`config.mk`:
```
export PLATFORM = sky130hd
export DESIGN_NAME = decode_imm_ctrl
export DESIGN_NICKNAME = d
export VERILOG_FILES = /design/src/rtl/decode_imm_ctrl_pkg.sv /design/src/rtl/decode_imm_ctrl_extender_block.sv /design/src/rtl/decode_imm_ctrl.sv
export SDC_FILE = /design/constraint.sdc
export NUM_CORES = 1
export LEC_CHECK = 0
export CORE_MARGIN = 1.5
export CORE_UTILIZATION = 45
export DETAILED_ROUTE_END_ITERATION = 7
export PLACE_DENSITY = 0.83
export SYNTH_ARGS = -nofsm -noshare
export SYNTH_HDL_FRONTEND = slang
export SYNTH_SLANG_ARGS = --single-unit
```
`constraint.sdc`:
```
create_clock -name clk -period 4.4 [get_ports clk]
set_input_delay 0.66 -clock clk [delete_from_list [all_inputs] [get_ports clk]]
set_output_delay 0.66 -clock clk [all_outputs]
set_load 0.05 [all_outputs]
```
`src/rtl/decode_imm_ctrl_pkg.sv`:
```
// Shared ISA definitions for the decode/immediate stage: opcodes, FSM
// state encodings, immediate formats and the opcode-to-format decoder.
package decode_imm_ctrl_pkg;

  localparam logic [4:0] OP_HALT  = 5'b00000;
  localparam logic [4:0] OP_J     = 5'b00100;
  localparam logic [4:0] OP_JR    = 5'b00101;
  localparam logic [4:0] OP_JAL   = 5'b00110;
  localparam logic [4:0] OP_JALR  = 5'b00111;
  localparam logic [4:0] OP_ADDI  = 5'b01000;
  localparam logic [4:0] OP_SUBI  = 5'b01001;
  localparam logic [4:0] OP_XORI  = 5'b01010;
  localparam logic [4:0] OP_ANDNI = 5'b01011;
  localparam logic [4:0] OP_BRNCH = 5'b011??;  // BEQZ/BNEZ/BLTZ/BGEZ
  localparam logic [4:0] OP_ST    = 5'b10000;
  localparam logic [4:0] OP_LD    = 5'b10001;
  localparam logic [4:0] OP_SLBI  = 5'b10010;
  localparam logic [4:0] OP_STU   = 5'b10011;
  localparam logic [4:0] OP_SHIFT = 5'b101??;  // ROLI/SLLI/RORI/SRLI
  localparam logic [4:0] OP_LBI   = 5'b11000;

  localparam logic [1:0] ST_RUN    = 2'd0;
  localparam logic [1:0] ST_DRAIN  = 2'd1;
  localparam logic [1:0] ST_HALTED = 2'd2;

  typedef enum logic [2:0] {NONE, I5S, I5Z, I8S, I8Z, J11} imm_fmt_e;

  // Map an opcode to the immediate format it carries
  function automatic imm_fmt_e imm_fmt(input logic [4:0] op);
    imm_fmt_e fmt;
    fmt = NONE;
    casez (op)
      OP_ADDI, OP_SUBI, OP_ST, OP_LD, OP_STU: fmt = I5S;
      OP_XORI, OP_ANDNI, OP_SHIFT:             fmt = I5Z;
      OP_BRNCH, OP_LBI, OP_JR, OP_JALR:        fmt = I8S;
      OP_SLBI:                                 fmt = I8Z;
      OP_J, OP_JAL:                            fmt = J11;
      default:                                 fmt = NONE;
    endcase
    return fmt;
  endfunction

endpackage

```
`src/rtl/decode_imm_ctrl_extender_block.sv`:
```
// Immediate extender: widens a 5- or 8-bit field to 16 bits, either
// sign- or zero-extended.
module extender_block (
  input  logic [7:0]  field,
  input  logic        imm_len,
  input  logic        imm_sign,
  output logic [15:0] imm
);

  // Pick the field width, then replicate the top bit only when signed
  always_comb begin
    if (imm_len) begin
      imm = {{11{imm_sign & field[4]}}, field[4:0]};
    end else begin
      imm = {{8{imm_sign & field[7]}}, field[7:0]};
    end
  end

endmodule

```
`src/rtl/decode_imm_ctrl.sv`:
```
// Decode stage immediate generator with a one-entry output register,
// HALT drain/halt FSM and a saturating downstream-stall counter.
module decode_imm_ctrl
  import decode_imm_ctrl_pkg::*;
(
  input  logic        clk,
  input  logic        rst_n,
  input  logic [15:0] instr_in,
  input  logic        instr_valid,
  output logic        instr_ready,
  input  logic        flush,
  input  logic        ex_ready,
  output logic        imm_valid,
  output logic [4:0]  opcode_out,
  output logic [15:0] imm_out,
  output logic        halt_out,
  output logic [7:0]  stall_cnt
);

  logic [1:0]  state_reg;
  logic [1:0]  state_next;
  logic [4:0]  opcode;
  imm_fmt_e    fmt;
  logic        imm_len;
  logic        imm_sign;
  logic [15:0] ext_imm;
  logic [15:0] imm_next;
  logic        load;

  assign opcode   = instr_in[15:11];
  assign fmt      = imm_fmt(opcode);
  assign imm_len  = (fmt == I5S) || (fmt == I5Z);
  assign imm_sign = (fmt == I5S) || (fmt == I8S);

  extender_block u_ext (
    .field    (instr_in[7:0]),
    .imm_len  (imm_len),
    .imm_sign (imm_sign),
    .imm      (ext_imm)
  );

  // Select the final immediate: J11 bypasses the extender, unknown opcodes give zero
  always_comb begin
    case (fmt)
      J11:     imm_next = {{5{instr_in[10]}}, instr_in[10:0]};
      NONE:    imm_next = 16'h0000;
      default: imm_next = ext_imm;
    endcase
  end

  // Reset is folded in so nothing is accepted while rst_n is low
  assign instr_ready = rst_n && (state_reg == ST_RUN) && !flush && (!imm_valid || ex_ready);
  assign load        = instr_valid && instr_ready;
  assign halt_out    = (state_reg == ST_HALTED);

  // Output register: flush squashes, otherwise load or drain on acceptance
  always_ff @(posedge clk) begin
    if (!rst_n) begin
      imm_valid  <= 1'b0;
      opcode_out <= 5'h00;
      imm_out    <= 16'h0000;
    end else if (flush) begin
      imm_valid <= 1'b0;
    end else if (load) begin
      imm_valid  <= 1'b1;
      opcode_out <= opcode;
      imm_out    <= imm_next;
    end else if (imm_valid && ex_ready) begin
      imm_valid <= 1'b0;
    end
  end

  // HALT sequencing: drain the HALT entry into EX, then stop for good
  always_comb begin
    state_next = state_reg;
    case (state_reg)
      ST_RUN:    if (load && (opcode == OP_HALT)) state_next = ST_DRAIN;
      ST_DRAIN: begin
        if (flush)                      state_next = ST_RUN;
        else if (imm_valid && ex_ready) state_next = ST_HALTED;
      end
      ST_HALTED: state_next = ST_HALTED;
      default:   state_next = ST_RUN;
    endcase
  end

  // State register
  always_ff @(posedge clk) begin
    if (!rst_n) state_reg <= ST_RUN;
    else        state_reg <= state_next;
  end

  // Count cycles the held entry is blocked by EX, saturating at 255
  always_ff @(posedge clk) begin
    if (!rst_n) begin
      stall_cnt <= 8'd0;
    end else if (imm_valid && !ex_ready && (stall_cnt != 8'hFF)) begin
      stall_cnt <= stall_cnt + 8'd1;
    end
  end

endmodule

```
======== Word-level counts from Yosys, hierarchy flattened ========
Index checks and enable logic that the tools add are counted.
word-level totals
  register bits ........................... 32
  latch bits .............................. 0
  bits in writable memories ............... 0
  bits in read-only memories .............. 0
  input bits .............................. 21
  word-level logic and storage cells ...... 68
  memories ................................ 0
operators by class
  add/sub/neg operators ................... 1
  $mul .................................... 0
  div/mod/pow operators ................... 0
  $lt $le $gt $ge ......................... 0
  equal/unequal tests ..................... 24
  shift operators ......................... 0
  mux-type cells .......................... 9
  bitwise gates (word level) .............. 4
  reduce and logical (&&, ||, !) cells .... 25
operators by type and width
  cell                                                                   count
  16-bit one-hot mux with 2 select lines                                 1
  5-bit equality test, second input constant                             5
  5-bit by 3-bit equality test with 1-bit output, second input constant  4
  5-bit by 4-bit equality test with 1-bit output, second input constant  4
  16-bit 2-to-1 mux                                                      1
  3-bit one-hot mux with 5 select lines                                  1
  3-bit by 2-bit equality test with 1-bit output, second input constant  3
  8-bit by 1-bit adder with 8-bit output, second input constant          1
  1-bit logical AND                                                      8
  8-bit != test, second input constant                                   1
  3-bit equality test, second input constant                             2
  2-bit 2-to-1 mux                                                       3
  2-bit one-hot mux with 3 select lines                                  1
  5-bit logical NOT                                                      1
  5-bit OR reduction                                                     1
  2-bit AND reduction                                                    2
  2-bit OR reduction                                                     2
  4-bit OR reduction                                                     1
  3-bit by 1-bit equality test with 1-bit output, second input constant  1
  1-bit logical NOT                                                      3
  3-bit logical NOT                                                      1
  1-bit logical OR                                                       3
  3-bit != test, second input constant                                   1
  3-bit OR reduction                                                     1
  other kinds (8)                                                        11

======== Longest topological paths before layout ========
Gate-level depths: netlist (run 1).
  word-level depth ........................ 8
  mapped depth ............................ 6
  depth with buffers taken out ............ 5

======== Cells and area by module ========
A second synthesis (run 1) with hierarchy kept.
second synthesis, totals
  cell total of the unflattened synthesis .. 195
  area total of the unflattened synthesis .. 1627.8 sq um
modules (own cells, without submodules)
  module           instances  cells each  area each (sq um)  seq. area each (sq um)
  decode_imm_ctrl  1          174         1482.7             640.6
  extender_block   1          21          145.1              0.0

======== Worst setup path after synthesis (run 1) ========
No wires, ideal clock.
  path type ............................... input to output
  start point ............................. in flush
  end point ............................... out instr_ready
  arrival time ............................ 1370 ps
  setup slack ............................. 2370 ps
  cell stages on the path ................. 2
  cells stage by stage .................... nor4b_2 -> and2_1
on the way
  cells in the longest elaborated chain, start to end .. 3
RTL lines
  element                         RTL line               source
  from (decl)                     decode_imm_ctrl.sv:11  input logic flush,
  1-bit logical NOT               decode_imm_ctrl.sv:52  assign instr_ready = rst_n && (state_reg == ST_RUN) && !flush && (!imm_valid || ex_ready);
  1-bit logical AND (2 in a row)  decode_imm_ctrl.sv:52
  to (decl)                       decode_imm_ctrl.sv:10  output logic instr_ready,
No other way between the ends.

======== Worst setup path in the final report (run 1) ========
  start point ............................. in rst_n
  end point ............................... out instr_ready
on the way
  cells in the longest elaborated chain, start to end .. 3
RTL lines
  element                         RTL line               source
  from (decl)                     decode_imm_ctrl.sv:7   input logic rst_n,
  1-bit logical AND (3 in a row)  decode_imm_ctrl.sv:52
No other way between the ends.

==> results.txt, run 1 <==
- Counting tap cells, the placed design contains a total of 244 instances.
* Clock-pin slew of the registers on the worst-case setup and hold paths: between 0.15 and 0.2 ns
* Fraction of final layout cells sized beyond drive strength 1: between 5 and 6%
- After legalization and detailed placement, the total HPWL measured around 2.5 mm.
- Initial core utilization: 46.8%
- Of the total power, combinational logic draws approximately 24%.
- The worst path uses approximately three quarters of the clock period.
- Total length of routed met3 wires: ~140 um
- Worst Setup Slack, final: about 1.1 ns
- Top post-synthesis cells by area: sky130_fd_sc_hd__dfxtp_1 (38%), sky130_fd_sc_hd__nand2_1 (5.6%), sky130_fd_sc_hd__nor2b_1 (4.9%)
- The largest registers in the layout are imm_out x11, stall_cnt x8, opcode_out x5.
- The die covers about 3500 um^2.
- Area Overhead vs Synth: 36.3%
- Area of the mapped netlist: between 1000 and 1500 um^2
- Once layout is complete, the cells apart from fillers number 248.
* Area occupied by multi-input gates: 766 um^2
- The longest clock path from root to sink contains 2 buffers.
* Psw: between 150 and 200 uW
- STA classifies the critical path startpoint as a primary input.
- Total setup violations reported at the end of the flow: 0
* IR Drop Worst-Case VDD: roughly 0.00011 V
- Number of sinks driven by the clock tree: 27
- Clock tree from TritonCTS: yes
- DIE HEIGHT: between 50 and 60 um
* Clock skew after layout: between 0.01 and 0.015 ns
- DR WL met2: 1.72 mm
- Summed over all layers, the routed wires come to roughly 3.4 mm.
- Number of DRC violations after detailed-routing iteration 0: between 40 and 50
- Sequential area share after synthesis: between 30% and 40%
* Largest area contributor in the netlist: sky130_fd_sc_hd__dfxtp_1
- The internal portion of the total power is 335 uW.
- Setup total negative slack on the finished layout was measured at 0 ns.
* Placer Congestion: about 0.85
- Root cell of the clock tree: sky130_fd_sc_hd__clkbuf_4
- Class of the most critical setup path: in -> out
- Timing would allow up to just over 0.3 GHz.
- Once detail routing completed, the nets flagged for antenna violations numbered 0.
* Share of flip-flops with an asynchronous set or reset: 0%
- Number of design rule violations left after detail routing: 0
- Per-instance average area after synthesis: approximately 8.7 um^2
- In this run the biggest area consumer among cell types represents 38.2% of the synthesized area.
- In this run the tightest slew margin relative to its limit is roughly 50%.
- Routed signal wires occupy layers up through met4.
* DR WL/cell: around 14 um
* Register bank with the most flops: imm_out
- In the layout the commonest cells are sky130_fd_sc_hd__clkdlybuf4s50_1 (52), sky130_fd_sc_hd__dfxtp_1 (27), sky130_fd_sc_hd__nand2_1 (21).
- Final hold violations: 0
- Number of port buffers: 52
- Synthesis produced a netlist whose cell count is 162.
- Unrepaired setup endpoints after global routing: false
- When the netlist entered floorplanning its net count stood at between 150 and 200.
* Clock insertion delay at the later pin of the skew report: 0.35 ns
- Summing internal, switching and leakage power gives between 400 and 500 uW.
- The first global-routing pass estimated approximately 5.3 mm of wire.
* Switching part of the total: about 32%
* Number of gates resized after cts: 0
* Number of placed I/O pins: between 50 and 60
- Total clock buffers created by CTS: 3
- Transition at the pin with the smallest max-transition slack: ~0.76 ns
* Relative contribution of the clock network to total power: 23.7%
- At the end of the flow the core is filled with cells to about 64%.
- Net count of the finished layout: 227
- The tightest min-delay check is of the reg -> reg type.
- In this run, flip-flops and latches consume between 50% and 60% of the power.
- FF+latch count, synth: 27
- The detailed router put a total of 1.47 mm of wire on met1.
- The number of antenna diodes in the final layout is 0.
* Commonest non-fill, non-tap cell in the layout: sky130_fd_sc_hd__clkdlybuf4s50_1
- In this run the number of H-tree levels came out at 1.
- The run finished with clean final reports.
- The number of antenna violations at the first check in global routing came to 0.
- Power density cells: between 200 and 300 nW/um^2
- The Yosys step of the flow raised 0 warnings.
* Dpl cell area: ~1900 um^2
* Final Max Tran Viols: 0
* Hold-fix buffers, CTS: 0
- Area taken by flip-flops and latches: 541 um^2
- EDFF count, synth: 0
- Total leakage power: about 0.66 nW
* Worst-path maximum fanout: 29
* Number of maximum-capacitance constraint violations: 0
- Post-CTS setup repair buffer count: 0
* Largest register FFs: 11
* Final period demand of the worst path: 3.30 ns
- Drt first pass iters: 4
- The floorplan has 20 rows.
* Fill cell total of the finished layout: approximately 270
* Worst setup slack after placement: approximately 1.1 ns
- Most common flop cell mapped by yosys: sky130_fd_sc_hd__dfxtp_1
- On the final layout, the worst hold slack is roughly 0.48 ns.
- Dividing the detail-routed via count by the number of cells gives 5.34.
* Global routing usage summed across all routing layers: 19.5%
- WP data required: 3.74 ns
- CP Capture Type: primary output
- Entering global routing, the biggest net connects 30 pins.
- Die X-Extent: ~59 um
- Placeable core region: between 3000 and 4000 um^2
* Via count of the first global-routing pass: approximately 1200
- Number of vias after detailed routing: between 1000 and 1500
- For this run the aggregate overflow at the end of global routing stands at 0.
- Count of unique library cells instantiated by Yosys: 43
* Data arrival, critical path: between 2 and 3 ns
* Final instance area: about 1900 um^2
-- critical path: stages --
cell,delay (ns)
sky130_fd_sc_hd__clkdlybuf4s50_1,0.45
sky130_fd_sc_hd__buf_4,0.25
sky130_fd_sc_hd__nor4b_2,0.31
sky130_fd_sc_hd__and2_1,0.17
sky130_fd_sc_hd__clkdlybuf4s50_1,0.80
-- synthesized netlist by cell type (2+ instances only) --
cell and n:
sky130_fd_sc_hd__a21boi_0 6, sky130_fd_sc_hd__a21oi_1 13, sky130_fd_sc_hd__a22o_1 2, sky130_fd_sc_hd__a22oi_1 6
sky130_fd_sc_hd__and2_1 5, sky130_fd_sc_hd__buf_2 4, sky130_fd_sc_hd__buf_4 6, sky130_fd_sc_hd__buf_6 2
sky130_fd_sc_hd__clkbuf_1 3, sky130_fd_sc_hd__dfxtp_1 27, sky130_fd_sc_hd__inv_1 3, sky130_fd_sc_hd__mux2i_1 2
sky130_fd_sc_hd__nand2_1 21, sky130_fd_sc_hd__nand2b_1 5, sky130_fd_sc_hd__nand3_1 3, sky130_fd_sc_hd__nor2_1 3
sky130_fd_sc_hd__nor2b_1 11, sky130_fd_sc_hd__nor3b_1 5, sky130_fd_sc_hd__nor4b_2 2, sky130_fd_sc_hd__o21ai_0 6
sky130_fd_sc_hd__xnor2_1 2, sky130_fd_sc_hd__xor2_1 4
-- power by group through the flow --
| stage | Combinational, mW | Sequential, mW | Clock (mW) |
|---|---|---|---|
| floorplan | 0.0567 | 0.284 | 0 |
| global placement | 0.118 | 0.261 | 0 |
| detailed placement | 0.120 | 0.261 | 0 |
| CTS | 0.120 | 0.256 | 0.115 |
| global route | 0.128 | 0.257 | 0.125 |
| finish | 0.120 | 0.256 | 0.117 |
-- path summary, 6_finish.rpt --
| check | startpoint | to | slack [ns] | cells after the start |
|---|---|---|---|---|
| max | rst_n | instr_ready | 1.10 | 5 |
| min reg2reg | opcode_out[0] | opcode_out[0] | 0.48 | 2 |
| max reg2reg | state_reg[0] | imm_out[0] | 2.28 | 5 |
| min | opcode_out[0] | opcode_out[0] | 0.48 | 2 |
-- routing by layer --
layer | global-route usage [%] | up-vias
li1 | - | 650
met1 | 22.5 | 625
met2 | 36.3 | 47
met3 | 2.40 | 3
met4 | 7.14 | 0
met5 | 0 | -
-- cells by family after synthesis --
| logic type | after synthesis | share of synthesized area [%] |
|---|---|---|
| buf+inv | 18 | 7.77 |
| xor+xnor | 6 | 3.71 |
| flops | 27 | 38.2 |
| simple gates | 64 | 26.3 |
| compound gates | 44 | 21.7 |
| fa+ha+maj | 1 | 0.883 |
| mux | 2 | 1.41 |
-- cell type report --
class	instances	share of cell area, %
Tap cell	44	2.85
Multi-Input combinational cell	117	39.7
Timing Repair Buffer	53	27.3
Clock buffer	3	1.17
Sequential cell	27	28.0
Clock inverter	1	0.389
Inverter	3	0.583
Power figures use the tool's default switching activity.
==> run 2, diff against run 1 <==
CORE_UTILIZATION = 44   (was 45)
PLACE_DENSITY = 0.82   (was 0.83)
clock period = 3.29 ns   (was 4.4 ns; I/O delays follow)
==> run 2 against run 1 <==
Effect of this change:
- clock skew decreased by 0.0075 ns
- wire length decreased by 4.1%
- die area increased by 2.2%
- register-to-register slack got worse by 0.72 ns
- critical endpoint is now halt_out
- sequential share of layout area decreased by 0.22 points
- clock power increased by 27%
- highest routed layer unchanged
==> results.txt, run 2 (synthesis results as in run 1) <==
- The area of the die is 3570 um^2 (+2.2%).
- The final weighted congestion in routability-driven placement is 0.727 (-14%).
- Leaving out fill and tap cells, the most frequent cell in the layout is sky130_fd_sc_hd__clkdlybuf4s50_1.
- Clock-pin slew of the registers on the worst-case setup and hold paths: 0.15 ns (about the same)
* Initial core utilization: 46.4% (-0.38 points)
- Detail-routed via count per cell: 5.16 (-3.3%)
- The delay of the slowest cell on the worst path came to 0.82 ns (+0.02 ns).
- Placeable core region: 3050 um^2 (+0.83%)
- Unrepaired setup endpoints after global routing: false
- Root cell of the clock tree: sky130_fd_sc_hd__clkbuf_4
- In the layout the commonest cells are sky130_fd_sc_hd__clkdlybuf4s50_1 (51), sky130_fd_sc_hd__dfxtp_1 (27), sky130_fd_sc_hd__nand2_1 (21).
* Class of the most critical setup path: reg -> out
* DR WL/cell: 12.9 um (-4.5%)
- The post-layout instance area is 1950 um^2 (+0.78%).
- Final period demand of the worst path: ~2.3 ns
* Global-route wire length before repair: 5.28 mm (-0.26%)
* Net count of the finished layout: 228 (+0.44%)
- Worst-case headroom to the max-slew limit: 64.9% (+15 points)
- The number of hold buffers added after cts was 0 (unchanged).
- The number of rows in the core area came to 20 (unchanged).
* Die X-Extent: 59.7 um (+1.1%)
- Derived from the worst setup path, the maximum achievable clock frequency is ~0.44 GHz.
- The largest net degree at the start of global routing was 29 (-3.3%).
* H-tree levels: 1 (unchanged)
- The run finished with clean final reports.
- The number of clock sinks came to 27 (unchanged).
- The final-report max-slew violation count was 0 (unchanged).
* Final hold violations: 0 (unchanged)
- The number of vias in the routed layout was 1286 (-2.9%).
- Fill cell total of the finished layout: 274 (+2.2%)
* Post-CTS setup repair buffer count: 0 (unchanged)
- The count of buffers inserted at the top-level ports came to 52 (unchanged).
- The proportion of layout cells with a drive suffix above 1 is 6.34% (+0.95 points).
- The ratio of total power to cell area came to 335 nW/um^2 (+31%).
* Critical Path Start Type: flop
- Antenna violations before repair: 0 (unchanged)
* DIE HEIGHT: 59.7 um (+1.1%)
- Clock tree from TritonCTS: yes
- Register bank with the most flops: imm_out
* Post-detailed-route count of antenna-violating nets: 0 (unchanged)
- In this run the worst hold path is classified as reg -> reg.
- The data required time of the critical path came to 2.80 ns (-0.94 ns).
- The slowest stage of the critical path belongs to the cell sky130_fd_sc_hd__clkdlybuf4s50_1.
* Total Negative Setup Slacks: 0 ns (unchanged)
- Walking the worst path, the cells encountered are nor2b_1 -> clkdlybuf4s50_1.
- The total track usage is 19.0% (-0.44 points).
- The max-capacitance violation count came to 0 (unchanged).
- Clock insertion delay at the later pin of the skew report: 0.33 ns (-0.02 ns)
- The actual transition at the worst max-transition pin was 0.525 ns (-0.230 ns).
* Worst-path maximum fanout: 4 (-86%)
* GRT overflow: 0 (unchanged)
* Diode count: 0 (unchanged)
- The worst setup path is captured at a primary output.
* Total setup violations reported at the end of the flow: 0 (unchanged)
- The number of DRC markers in iteration 0 came to 45 (+2.3%).
- Total leakage power: 0.675 nW (+2.0%)
- Area Overhead vs Synth: 37.4%
- The post-CTS resize count came to 0 (unchanged).
- The cell area reported after detailed placement came to 1920 um^2 (+0.92%).
* Number of placed I/O pins: 53 (unchanged)
- The clock tree buffer depth is 2 (unchanged).
- Clock skew after layout: 0.00476 ns (-0.00745 ns)
- The DRC violation count after routing is 0 (unchanged).
* Final critical-path share of the clock period: between 60 and 70%
* Total clock buffers created by CTS: 3 (unchanged)
- The number of global-route vias before repair was 1199 (-3.3%).
- Final core occ: 63.7% (about the same)
- Registers with the highest flip-flop counts: imm_out x11, stall_cnt x8, opcode_out x5
- The post-detailed-routing wire length came to 3.22 mm (-4.1%).
* Data arrival, critical path: 1.77 ns (-0.87 ns)
* Drt first pass iters: 4 (unchanged)
- The half-perimeter wire length after placement is 2.42 mm (-2.1%).
* Largest register FFs: 11 (unchanged)
* IR Drop Worst-Case VDD: 0.000140 V (+30%)
## run 2: worst paths after layout
path | start | to | slack, ns | cells past startpoint
setup / recovery | state_reg[1] | halt_out | 1.03 | 2
hold / removal | opcode_out[2] | opcode_out[2] | 0.48 | 2
setup reg to reg | state_reg[0] | imm_out[5] | 1.56 | 6
hold reg to reg | opcode_out[2] | opcode_out[2] | 0.48 | 2
## run 2: power by group
| group | switching [mW] | total (mW) | leakage (nW) | internal, mW |
|---|---|---|---|---|
| clock | 0.103 | 0.149 | 0.0177 | 0.0458 |
| sequential | 0.00605 | 0.342 | 0.219 | 0.336 |
| combinational | 0.0944 | 0.161 | 0.439 | 0.0671 |
| total | 0.203 | 0.652 | 0.675 | 0.449 |
## run 2: per-stage QoR
step	std cells	power [mW]	worst slack (ns)	hold WS [ns]
finish	249	0.652	1.03	0.481
floorplan	162	0.455	1.56	0.457
CTS	249	0.652	1.02	0.486
global route	249	0.680	0.938	0.504
detailed placement	245	0.511	0.978	0.463
global placement	245	0.508	1.09	0.471
## run 2: final cells by class
type / instances / area [um^2] / share of cell area [%]
sequential: 27 / 541 / 27.8
timing repair buffer: 54 / 546 / 28.0
inverter: 3 / 11.3 / 0.579
tap: 44 / 55.1 / 2.83
multi-input combinational: 117 / 766 / 39.4
clock inverter: 1 / 5.00 / 0.257
clock buffer: 3 / 22.5 / 1.16
## run 2: metal layers
layer | wire length (um) | vias to the layer above | share of wire (%) | track usage [%]
met5 | 0 | - | 0 | 0
met4 | 46 | 0 | 1.4 | 6.67
met3 | 188 | 5 | 5.8 | 3.46
met2 | 1560 | 48 | 48 | 32.5
met1 | 1420 | 577 | 44 | 23.9
li1 | - | 656 | - | -
## run 2: worst max-delay path: cells and delay by family (launching register included)
kind          cells  cell delay, ns
buf+inv           1            0.82
flops             1            0.42
simple gates      1            0.19
==> run 3, diff against run 2 <==
clock period = 2.3 ns   (was 3.29 ns; I/O delays follow)
==> run 3 against run 2 <==
Effect of this change:
- register-to-register slack worse by 0.81 ns
- non-clock buffer count increased by 1
- count of clock-buffer cells in the layout is the same
- worst hold slack improved by 0.0054 ns
- setup slack lost 0.89 ns
- critical path depth unchanged
- sequential cell count unchanged
- largest cell class unchanged
- first-iteration DRC count decreased by 47%
- wire length increased by 0.47%
==> results.txt, run 3 (synthesis results as in run 1) <==
- The total leakage power is 0.676 nW (about the same).
- The headroom to the max-slew limit is 65.0% (+0.15 points).
- Placer Congestion: 0.859 (+18%)
* Final critical-path share of the clock period: between 90% and 100%
- The placed cell count came to 246 (+0.41%).
- The post-detailed-routing wire length is 3.23 mm (+0.47%).
- Cell type group with the largest total delay on the critical path: buffers and inverters
- The ratio of total power to cell area was 482 nW/um^2 (+44%).
- Number of placed I/O pins: 53 (unchanged)
- The clock tree buffer depth came to 2 (unchanged).
- The worst path needs roughly 2.2 ns of the cycle, external delays included.
* Top achievable clock speed: 0.464 GHz
- The count of buffering cells on the critical path with inverters included came to 1 (unchanged).
- The total setup buffers inserted after CTS was 0 (unchanged).
- Total setup violations reported at the end of the flow: 0 (unchanged)
- Clock tree from TritonCTS: yes
- The number of clock sinks was 27 (unchanged).
* Transition at the pin with the smallest max-transition slack: 0.523 ns (-0.00255 ns)
- The min-delay analysis places its worst path in the category reg -> reg.
* Registers with the highest flip-flop counts: imm_out x11, stall_cnt x8, opcode_out x5
- Number of design rule violations left after detail routing: 0 (unchanged)
- Global-route wire length before repair: 5.04 mm (-4.5%)
- Fraction of final layout cells sized beyond drive strength 1: 6.80% (+0.45 points)
- The worst setup path is captured at a primary output.
- The setup slack on the worst flop-to-flop path came to 0.75 ns (-0.81 ns).
- The placeable core area was 3050 um^2 (unchanged).
- Global routing usage summed across all routing layers: 18.1% (-0.92 points)
* Non-filler cells, final: 250 (+0.40%)
- The clock latency at the later pin of the worst-skew pair came to 0.33 ns (about the same).
- The count of buffers inserted at the top-level ports came to 52 (unchanged).
- IR Drop Worst-Case VDD: 0.000217 V (+55%)
* Post-detailed-route count of antenna-violating nets: 0 (unchanged)
- Walking the worst path, the cells encountered are nor2b_1 -> clkdlybuf4s50_1.
* Worst-path maximum fanout: 4 (unchanged)
- The number of H-tree levels came to 1 (unchanged).
- Number of gates resized after cts: 0 (unchanged)
- The clock buffer count from CTS is 3 (unchanged).
- Final instance area: 1960 um^2 (+0.51%)
- Leaving out fill and tap cells, the most frequent cell in the layout is sky130_fd_sc_hd__clkdlybuf4s50_1.
- The number of detailed-route iterations in the first pass was 4 (unchanged).
- The core utilization of the finished layout came to 64.1% (+0.33 points).
* Unrepaired setup endpoints after global routing: false
* Data arrival, critical path: 1.81 ns (+0.04 ns)
* DR WL/cell: 12.9 um (about the same)
- The half-perimeter wire length after placement is 2.49 mm (+3.0%).
- The initial core utilization was 46.4% (unchanged).
- The post-detailed-route via-to-cell ratio was 5.22 (+0.99%).
- The accumulated negative setup slack was 0 ns (unchanged).
- More flip-flops sit in one register than any other, and that register is imm_out.
* Antenna violations before repair: 0 (unchanged)
- Final hold violations: 0 (unchanged)
* Largest register FFs: 11 (unchanged)
- The area growth from synthesis to layout is 38.1%.
- Standard cell with the maximum stage delay on the critical path: sky130_fd_sc_hd__clkdlybuf4s50_1
- The number of global-route vias before repair came to 1119 (-6.7%).
- Worst path max stage delay: 0.83 ns (about the same)
- STA classifies the critical path startpoint as a flop.
- Root cell of the clock tree: sky130_fd_sc_hd__clkbuf_4
* WP data required: 1.96 ns (-0.84 ns)
- Net count of the finished layout: 229 (+0.44%)
- The setup path with the least slack is of type reg -> out.
- Number of vias after detailed routing: 1304 (+1.4%)
* Largest net degree at the start of global routing: 29 (unchanged)
* Worst setup slack after placement: 0.173 ns (-0.805 ns)
- Number of DRC violations after detailed-routing iteration 0: 24 (-47%)
* Run status: complete, no violations
- Final worst hold slack: 0.486 ns (+0.00539 ns)
* Clock skew after layout: 0.000820 ns (-0.00394 ns)
- The number of rows in the core area is 20 (unchanged).
- The max-capacitance violation count was 0 (unchanged).
* Die X-Extent: 59.7 um (unchanged)
* Final Max Tran Viols: 0 (unchanged)
* Diode count: 0 (unchanged)
- Worst Setup Slack, final: 0.146 ns (-0.885 ns)
- The fill cell instance count of the final layout was 291 (+6.2%).
- Area of the die: 3570 um^2 (unchanged)
* Dpl cell area: 1930 um^2 (+0.39%)
- Commonest cells after routing, fill and taps aside: sky130_fd_sc_hd__clkdlybuf4s50_1 (51), sky130_fd_sc_hd__dfxtp_1 (27), sky130_fd_sc_hd__nand2_1 (21)
- The clock-pin slew of the registers on the worst-case setup and hold paths was 0.15 ns (about the same).
- The vertical die dimension is 59.7 um (unchanged).
- Hold-fix buffers, CTS: 0 (unchanged)
- GRT overflow: 0 (unchanged)
* Power after layout: 942 uW (+44%)
run 3: worst register-to-register path, delay by kind of cell, from the launching register on:
family / cells / cell delay, ns
simple gates: 3 / 0.57
buf+inv: 1 / 0.20
compound gates: 2 / 0.32
flops: 1 / 0.38
run 3: where the power goes:
part / leakage [nW] / total [mW] / internal [mW] / switching (mW)
registers: 0.219 / 0.490 / 0.481 / 0.00874
logic: 0.443 / 0.233 / 0.0969 / 0.136
clock network: 0.0139 / 0.220 / 0.0667 / 0.153
run 3: path summary, 6_finish.rpt:
| path | startpoint | end | cells after the start |
|---|---|---|---|
| max | state_reg[1] | halt_out | 2 |
| min | opcode_out[2] | opcode_out[2] | 2 |
| max reg2reg | state_reg[1] | imm_out[6] | 6 |
| min reg2reg | opcode_out[2] | opcode_out[2] | 2 |
run 3: metal layers:
metal | routed length, um | global-route usage (%)
met4 | 25 | 3.81
met5 | 0 | 0
met3 | 171 | 3.25
met2 | 1560 | 31.4
met1 | 1470 | 23.5
run 3: final cells by class:
cell class                      instances  area [um^2]  area share, %
Clock buffer                            3         22.5           1.15
Clock inverter                          1         7.51          0.384
Inverter                                3         11.3          0.576
Multi-Input combinational cell        117          766           39.2
Sequential cell                        27          541           27.6
Tap cell                               44         55.1           2.82
Timing Repair Buffer                   55          553           28.3
